$ cat src/rtl/c432_key_sched_ctrl.sv
// Key-load and evaluation sequencer for the key-programmable c432 netlist.
// Optional macro C432_KEY_LOCKOUT_EN: after the first commit, later commits are refused until RST.
module c432_key_sched_ctrl #(
  parameter int unsigned            KEY_W         = 12,
  parameter int unsigned            PI_W          = 36,
  parameter int unsigned            PO_W          = 7,
  parameter int unsigned            SETTLE_CYCLES = 2,
  parameter logic [KEY_W-1:0]       KEY_RESET     = 12'h000
) (
  input  logic              CK,
  input  logic              RST,
  input  logic              key_sin,
  input  logic              key_sen,
  input  logic              key_commit,
  output logic [KEY_W-1:0]  key_out,
  output logic              key_valid,
  output logic              key_err,
  input  logic              vec_valid,
  output logic              vec_ready,
  input  logic [PI_W-1:0]   vec_data,
  output logic [PI_W-1:0]   pi_out,
  input  logic [PO_W-1:0]   po_in,
  output logic              res_valid,
  input  logic              res_ready,
  output logic [PO_W-1:0]   res_data,
  output logic              busy
);

  localparam int unsigned SC_W  = $clog2(KEY_W + 1);
  localparam int unsigned CNT_W = (SETTLE_CYCLES > 1) ? $clog2(SETTLE_CYCLES) : 1;
  localparam logic [SC_W-1:0] SC_FULL = SC_W'(KEY_W);

  typedef enum logic [1:0] {IDLE, APPLY, HOLD} state_t;

  state_t             state_q;
  logic [KEY_W-1:0]   shadow_q, shadow_d;
  logic [SC_W-1:0]    shift_cnt_q, shift_cnt_d;
  logic [KEY_W-1:0]   key_out_q, pend_key_q;
  logic               key_valid_q, key_err_q, commit_pend_q;
  logic [CNT_W-1:0]   cnt_q;
  logic [PI_W-1:0]    pi_out_q;
  logic               res_valid_q;
  logic [PO_W-1:0]    res_data_q;
  logic               commit_ok, commit_bad;

  // The shift of the current cycle is folded in before the commit looks at the count.
  always_comb begin
    shadow_d    = shadow_q;
    shift_cnt_d = shift_cnt_q;
    if (key_sen) begin
      shadow_d = {shadow_q[KEY_W-2:0], key_sin};
      if (shift_cnt_q != SC_FULL) shift_cnt_d = shift_cnt_q + 1'b1;
    end
`ifdef C432_KEY_LOCKOUT_EN
    commit_ok = key_commit && (shift_cnt_d == SC_FULL) && !key_valid_q;
`else
    commit_ok = key_commit && (shift_cnt_d == SC_FULL);
`endif
    commit_bad = key_commit && !commit_ok;
  end

  always_ff @(posedge CK or posedge RST) begin
    if (RST) begin
      state_q       <= IDLE;
      shadow_q      <= '0;
      shift_cnt_q   <= '0;
      key_out_q     <= KEY_RESET;
      pend_key_q    <= '0;
      key_valid_q   <= 1'b0;
      key_err_q     <= 1'b0;
      commit_pend_q <= 1'b0;
      cnt_q         <= '0;
      pi_out_q      <= '0;
      res_valid_q   <= 1'b0;
      res_data_q    <= '0;
    end else begin
      shadow_q    <= shadow_d;
      shift_cnt_q <= shift_cnt_d;
      if (commit_bad) key_err_q <= 1'b1;

      if (state_q == IDLE && commit_pend_q) begin
        key_out_q     <= pend_key_q;
        key_valid_q   <= 1'b1;
        commit_pend_q <= 1'b0;
      end

      // A deferred commit latches the shadow so later shifting cannot alter it.
      if (commit_ok) begin
        shift_cnt_q <= '0;
        if (state_q == IDLE) begin
          key_out_q     <= shadow_d;
          key_valid_q   <= 1'b1;
          commit_pend_q <= 1'b0;
        end else begin
          pend_key_q    <= shadow_d;
          commit_pend_q <= 1'b1;
        end
      end

      case (state_q)
        IDLE: begin
          if (vec_valid && vec_ready) begin
            pi_out_q <= vec_data;
            cnt_q    <= CNT_W'(SETTLE_CYCLES - 1);
            state_q  <= APPLY;
          end
        end
        APPLY: begin
          if (cnt_q == '0) begin
            res_data_q  <= po_in;
            res_valid_q <= 1'b1;
            state_q     <= HOLD;
          end else begin
            cnt_q <= cnt_q - 1'b1;
          end
        end
        HOLD: begin
          if (res_ready) begin
            res_valid_q <= 1'b0;
            state_q     <= IDLE;
          end
        end
        default: state_q <= IDLE;
      endcase
    end
  end

  assign key_out   = key_out_q;
  assign key_valid = key_valid_q;
  assign key_err   = key_err_q;
  assign vec_ready = (state_q == IDLE) && key_valid_q && !commit_pend_q;
  assign pi_out    = pi_out_q;
  assign res_valid = res_valid_q;
  assign res_data  = res_data_q;
  assign busy      = (state_q != IDLE);

endmodule

$ cat config.mk
export PLATFORM = sky130hd
export DESIGN_NAME = c432_key_sched_ctrl
export DESIGN_NICKNAME = d
export VERILOG_FILES = /design/src/rtl/c432_key_sched_ctrl.sv
export SDC_FILE = /design/constraint.sdc
export NUM_CORES = 1
export LEC_CHECK = 0
export CELL_PAD_IN_SITES_DETAIL_PLACEMENT = 1
export CELL_PAD_IN_SITES_GLOBAL_PLACEMENT = 1
export CORE_UTILIZATION = 38
export CTS_CLUSTER_SIZE = 16
export DETAILED_ROUTE_END_ITERATION = 16
export PLACE_DENSITY_LB_ADDON = 0.1
export SETUP_SLACK_MARGIN = 0.05
export SLEW_MARGIN = 40
export SYNTH_ARGS = -nofsm -noshare
export SYNTH_HDL_FRONTEND = slang
export SYNTH_SLANG_ARGS = --single-unit
$ cat constraint.sdc
create_clock -name CK -period 3.9 [get_ports CK]
set_input_delay 0.78 -clock CK [delete_from_list [all_inputs] [get_ports CK]]
set_output_delay 0.78 -clock CK [all_outputs]
set_load 0.01 [all_outputs]
# --- Word-level counts from Yosys, hierarchy flattened ---
# Index checks and enable logic that the tools add are counted.
classes:
  reduce_logical: 19
  n_eq_ne: 7
  addsub: 2
  muxes: 23
  bitwise: 2
ops:
  columns: ["op", "count"]
  rows:
  - ["12-bit 2-to-1 mux", 4]
  - ["4-bit 2-to-1 mux", 3]
  - ["1-bit 2-to-1 mux", 10]
  - ["2-bit AND reduction", 4]
  - ["2-bit nonzero test", 4]
  - ["1-bit logical AND", 6]
  - ["2-bit 2-to-1 mux", 3]
  - ["2-bit case mux with 3 select lines", 1]
  - ["3-bit AND reduction", 2]
  - ["4-bit by 1-bit adder with 4-bit output, second input constant", 1]
  - ["4-bit == test, second input constant", 1]
  - ["2-bit != test, second input constant", 2]
  - ["4-bit != test, second input constant", 1]
  - ["1-bit case mux with 2 select lines", 2]
  - ["2-bit by 1-bit == test with 1-bit output, second input constant", 1]
  - ["2-bit == test, second input constant", 1]
  - ["1-bit logical NOT", 2]
  - ["2-bit logical NOT", 1]
  - ["2-bit by 1-bit != test with 1-bit output, second input constant", 1]
  - ["1-bit NOT", 2]
  - ["1-bit subtractor, second input constant", 1]
word_totals:
  word_cells: 65
  register_bits: 90
  out_inout_bits: 60

# --- Logic depth before layout (Yosys ltp) ---
depth:
  depth_word: 7
  mapped_depth: 9
  ltp_nobuf: 7

# --- Worst setup path before layout ---
# Ideal clock, no wire load.
synth_path:
  kind: "input to register"
  from: "input key_sen"
  to: "register pend_key_q[0]"
  arrival_time_ps: 2061
  t_required_ps: 3775
  path_stages: 7
  path_slack_ps: 1714
  setup_ps: 125
  n_path_buf: 2
  path_cell_list: "buf_4 nand4_1 mux2_4 o211ai_1 nor2_1 buf_6 mux2_4"
synth_via:
  elab_chain_len: 4
  elab_cells_between_ends: 5
synth_rtl:
  columns: ["element", "line_no", "source"]
  rows:
  - ["start, declared", "13", "input logic key_sen,"]
  - ["4-bit 2-to-1 mux", "50", "if (key_sen) begin"]
  - ["4-bit == test", "57", "commit_ok = key_commit && (shift_cnt_d == SC_FULL);"]
  - ["1-bit logical AND", "57", null]
  - ["2-bit AND reduction (no source line)", null, null]
  - ["end signal, assigned", "95", "pend_key_q <= shadow_d;"]
  - ["end, declared", "38", "logic [KEY_W-1:0] key_out_q, pend_key_q;"]
# Parallel ways exist; a longest one is shown, timed or not.
# A chain may end at the register's enable or synchronous reset.

# --- Worst setup path in the final report ---
layout_path:
  from: "register state_q[0]"
  to: "output busy"
layout_via:
  elab_chain_len: 1
layout_rtl:
  columns: ["element", "line_no", "source"]
  rows:
  - ["start, declared", "35", "state_t state_q;"]
  - ["start signal, assigned", "64", "state_q <= IDLE;"]
  - ["start signal, assigned", "105", "state_q <= APPLY;"]
  - ["start signal, assigned", "112", "state_q <= HOLD;"]
  - ["2-bit nonzero test", "135", "assign busy = (state_q != IDLE);"]
  - ["end, declared", "26", "output logic busy"]
# No other way between the ends.

==> flow_summary.yaml <==
timing:
  timing.fmax_mhz: 343
  hold_viol: 0
  relSlewSlack_pct: 52.2
  fin_ws_ps: 988
  max_slew.worst_pin.slew_ps: 715
  finalCriticalPeriod_ps: 2910
  setup-violations-final: 0
  period_share_pct: 74.7
  maxSlewViolCount: 0
  rsz0062_at_grt: "no"
  finClkSkew_ps: 17.7
  fin_tns_setup_ps: 0
clocking:
  cts_htree_levels: 3
  ctsResizeCount: 0
  cts_root_buf: "clkbuf_8"
  cts_tree: "built"
  numClockSinks: 90
  hold_buffers: 0
  cts.clk_slew.worst_paths_ps: 90
  cts_buffer_depth: 2
  worstSkewPairLatency_ps: 370
  numCtsBuffers: 9
  post-cts-setup-buffers: 0
pwr:
  p_leak_nw: 2.19
  p_clk_share_pct: 16.4
  power_per_cell_area_mw_per_mm2: 778
  p_switching_mw: 1.27
  internal-power_mw: 2.76
  power_frac_comb_pct: 43.6
  seq_power_share_pct: 40.0
  vdd_drop_max_v: 0.000286
  switching_share_pct: 31.5
drt:
  ant_nets: 0
  via_per_inst: 4.96
  drcViolationCount: 0
  wl_mm: 8.28
  drt_pass1_iterations: 4
  dr.first_iter.drc_count: 89
  dr_total_vias: 2494
  wl_per_cell_um: 16.5
place:
  buffer_ports.inserted: 109
  dp_worst_setup_slack_ps: 627
  gp_congestion: 0.758
  place.detailed.hpwl_mm: 5.62
grt:
  grt_pass1_vias: 2619
  antenna_found_initial: 0
  gr-total-overflow: 0
  grt_max_degree: 53
  grt_pass1_wl_mm: 13.3
  grt_usage_pct: 17.3
yosys:
  yosys-top-cells-area: "dfrtp_1 60%, mux2_2 17%, mux2_4 4.4%"
  synth-seq-cells: 90
  postSynthAreaPerCell_sq_um: 14.9
  ys_seq_area_share_pct: 59.5
  synth_adder_area_share_pct: 0.661
  syn_inst: 254
  synthSimpleGateAreaFrac_pct: 8.23
  synth_top_area_share_pct: 59.5
  synth_area_sq_mm: 0.00378
  synth_top_family_by_area: "multiplexers"
  synth_xor_xnor_area_share_pct: 0.231
  syn_nets: 306
  synthDistinctLibCells: 38
  synth_mux_area_share_pct: 21.3
  yosysTopAreaCell: "dfrtp_1"
  synth-compound-area-share_pct: 6.35
  ys_warn_count: 0
floorplan:
  fp.dieArea_sq_mm: 0.0104
  initial_core_util_pct: 38.9
  io_pins: 110
  core_area_sq_mm: 0.00973
  num_rows: 36
  die_w_um: 102
  fp.dieH_um: 102
layout:
  multi_input_area_sq_mm: 0.00139
  fin_nets: 417
  diodes: 0
  final_cell_mix: "109 x clkdlybuf4s50_1, 90 x dfrtp_1, 57 x mux2_2"
  final_common_cell: "clkdlybuf4s50_1"
  drive_gt1_share_pct: 26.8
  area_growth_pct: 36.9
  fill_cells: 987
  seqCellArea_sq_mm: 0.00225
worst_setup_path:
  path_buf_inv: 2
  crit_path_end_kind: "output port"
  cpPeakStageDelay_ps: 590
  cp_max_fo: 15
  start_kind: "flip-flop"
  worstPathRequired_ps: 3120
  cp_slowest_cell: "clkdlybuf4s50_1"
  worstPathCellList: "nor2_4, inv_1, clkdlybuf4s50_1"
  critical_path.top_delay_family: "buffers and inverters"
  cp_data_arrival_time_ps: 2130
  path_class: "reg2out"
flow_run:
  maxCapViolCount: 0
status:
  outcome: "complete, no violations"
worst_hold_path:
  min_path_type: "reg2reg"
-- area by class of cell --
cell class	instances	share of cell area, %
Sequential cell	90	43.5
Multi-Input combinational cell	143	26.9
Timing Repair Buffer	113	21.9
Tap cell	133	3.21
Clock buffer	12	2.99
Clock inverter	4	0.966
Inverter	8	0.604
-- flip-flops by register name (all words and copies together) (netlist names) --
name	count
commit_pend_q	1
shift_cnt_q	4
cnt_q	1
key_valid	1
pi_out	36
shadow_q	12
res_valid	1
res_data	7
state_q	2
pend_key_q	12
key_out	12
key_err	1
-- metrics by stage --
stage	utilization, %	hold slack, ps	instances	total power [mW]	cell area [sq um]
after global placement	51.1	441	487	3.36	4980
after floorplan	-	471	254	2.55	3780
final	53.3	463	503	4.03	5180
after detailed placement	51.1	451	487	3.41	4980
after global routing	53.3	500	503	4.30	5180
after CTS	53.3	472	503	4.09	5180
-- path summary, 6_finish.rpt --
| check | start | end | slack, ps | depth (start not counted) |
|---|---|---|---|---|
| worst max-delay path | state_q[0] | busy | 990 | 3 |
| worst min-delay path | key_err | key_err | 460 | 1 |
| worst max register to register | shift_cnt_q[0] | key_out[10] | 1390 | 7 |
| worst min register to register | key_err | key_err | 460 | 1 |
| max in group asynchronous | RST | pi_out[18] | 2370 | 3 |
| min in group asynchronous | RST | key_out[11] | 820 | 2 |
-- cell families (layout without fill, tap and decap cells) --
kind of cell,Yosys count,in the layout
buffers and inverters,21,137
AO/OA/AOI/OAI,27,27
XOR/XNOR,1,1
multiplexers,68,68
flip-flops,90,90
AND/OR/NAND/NOR,45,45
adder cells (fa/ha/maj),2,2
-- synth_stat cells, drive strengths merged --
library cell and n:
o21a 1, a31o 1, nand3 1, clkbuf 2
inv 8, and3b 1, and4b 1, a21o 3
nor2 4, mux2 68, buf 11, a21oi 4
or2b 1, nand2b 2, and3 2, nand4 2
ha 2, nand4b 12, o211ai 1, and2 1
dfrtp 90, o21ai 3, o2111ai 1, or2 1
a21boi 1, or3 12, xnor2 1, nand2 5
o211a 12
-- power groups by stage --
stage / Combinational (mW) / Clock (mW) / Sequential, mW
after floorplan: 0.820 / 0 / 1.73
final: 1.75 / 0.662 / 1.61
after CTS: 1.78 / 0.687 / 1.62
after detailed placement: 1.78 / 0 / 1.63
after global placement: 1.75 / 0 / 1.61
after global routing: 1.90 / 0.727 / 1.67
-- routing by layer --
metal | GRT usage, % | part of all wire [%] | routed length, um
met1 | 21.9 | 45 | 3730
met2 | 25.7 | 47 | 3850
met3 | 6.49 | 6.7 | 553
met4 | 9.03 | 1.7 | 142
met5 | 0 | 0 | 0
No activity file was read; power rests on OpenSTA's default activity.
==> RTL edit 1 (config.mk and constraints unchanged) <==
The option `C432_KEY_LOCKOUT_EN` is turned on by a define.
--- a/src/rtl/c432_key_sched_ctrl.sv
+++ b/src/rtl/c432_key_sched_ctrl.sv
@@ -1,4 +1,6 @@
 // Key-load and evaluation sequencer for the key-programmable c432 netlist.
 // Optional macro C432_KEY_LOCKOUT_EN: after the first commit, later commits are refused until RST.
+`define C432_KEY_LOCKOUT_EN
+
 module c432_key_sched_ctrl #(
   parameter int unsigned            KEY_W         = 12,
Formal check against the unedited RTL: no difference found for any inputs over 10 cycles, from zero or initial values and one cycle with RST high; that may be too few to reach the edited logic, so the function may still have changed.
==> RTL edit 1 against the unedited design <==
Critical path type unchanged. Sequential cell count is the same. Synthesized area is 2.2% lower. Non-clock buffer count up 2. Global-route usage shrank 0.087 points. Final area shrank 1.1%. Wire length decreased by 3.3%. Setup slack got worse by 0.033 ns. Critical path depth stayed put. Final cell count is 2.8% lower. Clock power shrank 13%. Maximum frequency down 1.1%. Largest cell class unchanged. Power decreased by 14%.
==> RTL edit 1: results (changes against the unedited design) <==
stage	metric	value	unit	change
power	maximum VDD drop	0.280	mV	was 0.286 mV
yosys	number of distinct standard cells referenced by the synthesized netlist	33		was 38
timing	final worst clock skew	0.0101	ns	was 0.0177 ns
finish	fraction of final layout cells with drive strength greater than 1	28.9	%	was 26.8%
outcome	run status	completed		unchanged
drt	average detailed-routed wire length per instance	16.4	um	was 16.5 um
place	placed inst area	4950	um^2	was 4980 um^2
place	number of cells after detailed placement	473		was 487
critical_path	Worst EP arrival	2.17	ns	was 2.13 ns
critical_path	endpoint of the lowest-slack register-to-register path	key_out[11]		was key_out[10]
critical_path	Critical Path Max Stage Delay	0.56	ns	was 0.59 ns
place	final weighted congestion in routability-driven placement	0.719		was 0.758
yosys	main area contributors after synthesis	dfrtp_1, mux2_2, mux2_4		unchanged
yosys	share of the yosys chip area belonging to registers	60.9	%	was 59.5%
power	switching share of power	31.4	%	was 31.5%
drt	Detailed Route Iter0 Violations	88		was 89
drt	DR vias	2385		was 2494
timing	Fin Hold WS	0.494	ns	was 0.463 ns
critical_path	maximum fanout along the worst path	8		was 15
global_route	largest net degree at the start of global routing	47		was 53
global_route	global-route wire length before repair	13200	um	was 13300 um
finish	number of nets in the finished design	407		was 417
timing	headroom to the max-slew limit	54.0	%	was 52.2%
critical_path	FF-to-FF setup slack	1.32	ns	was 1.39 ns
critical_path	family of cells with the greatest summed delay on the critical path	simple AND/OR/NAND/NOR gates		was buffers and inverters
==> RTL edit 1: cell types whose count changed after synthesis, sizes merged, moves of 3 or more <==
cell | unedited run | this run
o211a | 12 | 0
or3 | 12 | 1
nand4b | 12 | 0
o22ai | 0 | 12
mux2i | 0 | 3
a2bb2oi | 0 | 12
==> RTL edit 1: final cells by class <==
type | count | area [um^2]
Clock buffer | 13 | 149
Clock inverter | 3 | 25.0
Fill cell | 935 | 4210
Inverter | 7 | 31.3
Multi-Input combinational cell | 132 | 1340
Sequential cell | 90 | 2250
Tap cell | 129 | 161
Timing Repair Buffer | 115 | 1160
==> RTL edit 1: worst max path at each step <==
stage	start	end	slack, ns	depth (start not counted)
detailed placement	key_sen	key_out[2]	0.76	7
finish	state_q[0]	vec_ready	0.95	3
global route	state_q[0]	vec_ready	0.79	3
floorplan	RST	cnt_q	0.78	1
CTS	state_q[1]	vec_ready	0.89	3
global placement	key_sen	key_valid	0.84	7
==> RTL edit 1: metal layers <==
metal | vias to the layer above | part of all wire (%) | global-route usage (%)
met3 | 12 | 8.3 | 6.59
met1 | 1218 | 43 | 21.6
met4 | 0 | 1.4 | 7.36
met5 | - | 0 | 0
li1 | 1081 | - | -
met2 | 74 | 47 | 26.6
==> RTL edit 1: per-stage QoR <==
step / setup slack (ns) / utilization [%]
after floorplan: 0.785 / -
after global placement: 0.838 / 53.0
after detailed placement: 0.756 / 53.1
after CTS: 0.892 / 54.9
after global routing: 0.794 / 54.9
final: 0.955 / 54.9
==> RTL edit 1: worst register-to-register path: stages (launching register included) <==
cell and delay, ns:
dfrtp_1 0.46, inv_1 0.07, ha_1 0.29, mux2_4 0.29, a2111oi_4 0.34, a21oi_2 0.09, or2_1 0.27, a21oi_4 0.50
a2bb2oi_1 0.20
==> RTL edit 1: cells by family after synthesis <==
kind of cell | share of synthesized area (%)
XOR/XNOR | 0.237
adder cells (fa/ha/maj) | 0.676
flip-flops | 60.9
AND/OR/NAND/NOR | 3.08
AO/OA/AOI/OAI | 9.67
buffers and inverters | 2.84
multiplexers | 22.6
==> RTL edit 1: power groups by stage <==
stage	logic (mW)	registers, mW	clock network, mW
2_1_floorplan	0.590	1.56	0
3_3_place_gp	1.42	1.45	0
3_5_place_dp	1.44	1.47	0
4_1_cts	1.46	1.45	0.603
5_1_grt	1.55	1.50	0.637
6_report	1.43	1.45	0.574
==> RTL edit 2 (same settings) <==
Made on the original files. Reset style: synchronous (`RST`), changed in one clocked block.
--- a/src/rtl/c432_key_sched_ctrl.sv
+++ b/src/rtl/c432_key_sched_ctrl.sv
@@ -60,5 +60,5 @@
   end
 
-  always_ff @(posedge CK or posedge RST) begin
+  always_ff @(posedge CK) begin
     if (RST) begin
       state_q       <= IDLE;
Check against the original RTL: differs if RST is asserted again (counterexample within 4 cycles, from zero or initial values and one cycle with RST high); with RST held inactive, the same outputs for 10 cycles.
==> RTL edit 2 against the unedited design <==
Setup slack better by 0.0027 ns. Final area about the same. Wire length rose by 22%. Critical endpoint is now pend_key_q[5]. Synthesized area fell by 0.36%. Sequential cell count is the same. Highest routed layer unchanged. Die area fell by 0.35%. Worst hold slack worse by 0.0042 ns.
Power is not compared: it rests on default switching activity, and its combinational part moved more than twofold at a synthesized area within 25%.
==> RTL edit 2: results (changes against the unedited design) <==
stage	metric	value	unit	change
critical_path	CP startpoint	key_sen		was state_q[0]
yosys	main area contributors after synthesis	dfxtp_1, nand2_1, a2111oi_4		was dfrtp_1, mux2_2, mux2_4
yosys	share of the yosys chip area belonging to registers	47.8	%	was 59.5%
timing	pin slew with the least headroom to its limit	0.653	ns	was 0.715 ns
critical_path	maximum fanout along the worst path	20		was 15
yosys	adder-cell share of the synthesized area	0.664	%	was 0.661%
global_route	largest net degree at the start of global routing	73		was 53
place	final weighted congestion in routability-driven placement	0.708		was 0.758
critical_path	FF-to-FF setup slack	1.24	ns	was 1.39 ns
drt	average detailed-routed wire length per instance	15.3	um	was 16.5 um
drt	number of iterations in the first detailed-routing pass	4		unchanged
critical_path	cell depth of the worst flop-to-flop path	8		was 7
yosys	synth cell count leaders	dfxtp_1, nand2_1, nor2_1, a21oi_1, mux2i_1		was dfrtp_1, mux2_2, nand4b_1, o211a_1, mux2_4
yosys	net count after synthesis	482		was 306
critical_path	Critical Path End Type	register		was output pin
critical_path	Worst R2R Start	shift_cnt_q[0]		unchanged
timing	Fin Hold WS	0.459	ns	was 0.463 ns
outcome	run status	completed		unchanged
drt	DR vias	3300		was 2494
yosys	number of distinct standard cells referenced by the synthesized netlist	37		was 38
min_path	startpoint of the worst hold path	pi_out[32]		was key_err
global_route	via count of the first global-routing pass	3508		was 2619
global_route	global-route wire length before repair	17000	um	was 13300 um
place	total half-perimeter wirelength after legalization and detailed placement	6690	um	was 5620 um
yosys	mux contribution to synthesized area	5.91	%	was 21.3%
min_path	worst hold path cell count	2		was 1
timing	final worst clock skew	0.0141	ns	was 0.0177 ns
yosys	share of flip-flops with an asynchronous set or reset after synthesis	0	%	was 100%
drt	Detailed Route Iter0 Violations	126		was 89
yosys	XOR/XNOR share of the synthesized area	0.232	%	was 0.231%
finish	number of nets in the finished design	579		was 417
critical_path	Worst EP arrival	3.14	ns	was 2.13 ns
min_path	worst hold endpoint	pi_out[32]		was key_err
==> RTL edit 2: area by class of cell <==
cell class	instances	area [um^2]
clock buffers	9	124
clock inverters	7	121
fillers	1091	4230
inverters	6	22.5
multi-input cells	302	1790
flip-flops and latches	90	1800
well taps	129	161
repair buffers	118	1160
==> RTL edit 2: stage by stage <==
step | instance area (um^2) | setup slack [ns] | instances
after global routing | 5180 | 0.798 | 661
after detailed placement | 4940 | 0.612 | 645
after CTS | 5180 | 0.979 | 661
after global placement | 4930 | 0.678 | 645
after floorplan | 3770 | 1.57 | 430
final | 5180 | 0.991 | 661
==> RTL edit 2: cells by family after synthesis <==
| group | after synthesis |
|---|---|
| AND/OR/NAND/NOR | 189 |
| multiplexers | 22 |
| buffers and inverters | 38 |
| AO/OA/AOI/OAI | 88 |
| flip-flops | 90 |
| XOR/XNOR | 1 |
| adder cells (fa/ha/maj) | 2 |
==> RTL edit 2: power by group through the flow <==
stage	clock, mW	sequential (mW)	combinational [mW]
after floorplan	0	0.947	0.0388
final	0.787	0.927	0.0982
after CTS	0.806	0.928	0.0993
after global placement	0	0.948	0.0967
after detailed placement	0	0.949	0.0991
after global routing	0.850	0.928	0.107
==> RTL edit 2: layer usage <==
metal / part of all wire, % / global-route usage, % / wire length, um / vias to the layer above
met5: 0 / 0 / 0 / -
met4: 1.2 / 6.47 / 126 / 0
met3: 7.1 / 7.11 / 713 / 12
met2: 49 / 36.8 / 4950 / 72
met1: 43 / 24.4 / 4290 / 1590
li1: - / - / - / 1626
==> RTL edit 2: critical path, delay by kind of cell <==
kind            cells  cell delay [ns]
simple gates        1             0.40
buf+inv             3             0.99
compound gates      4             0.94
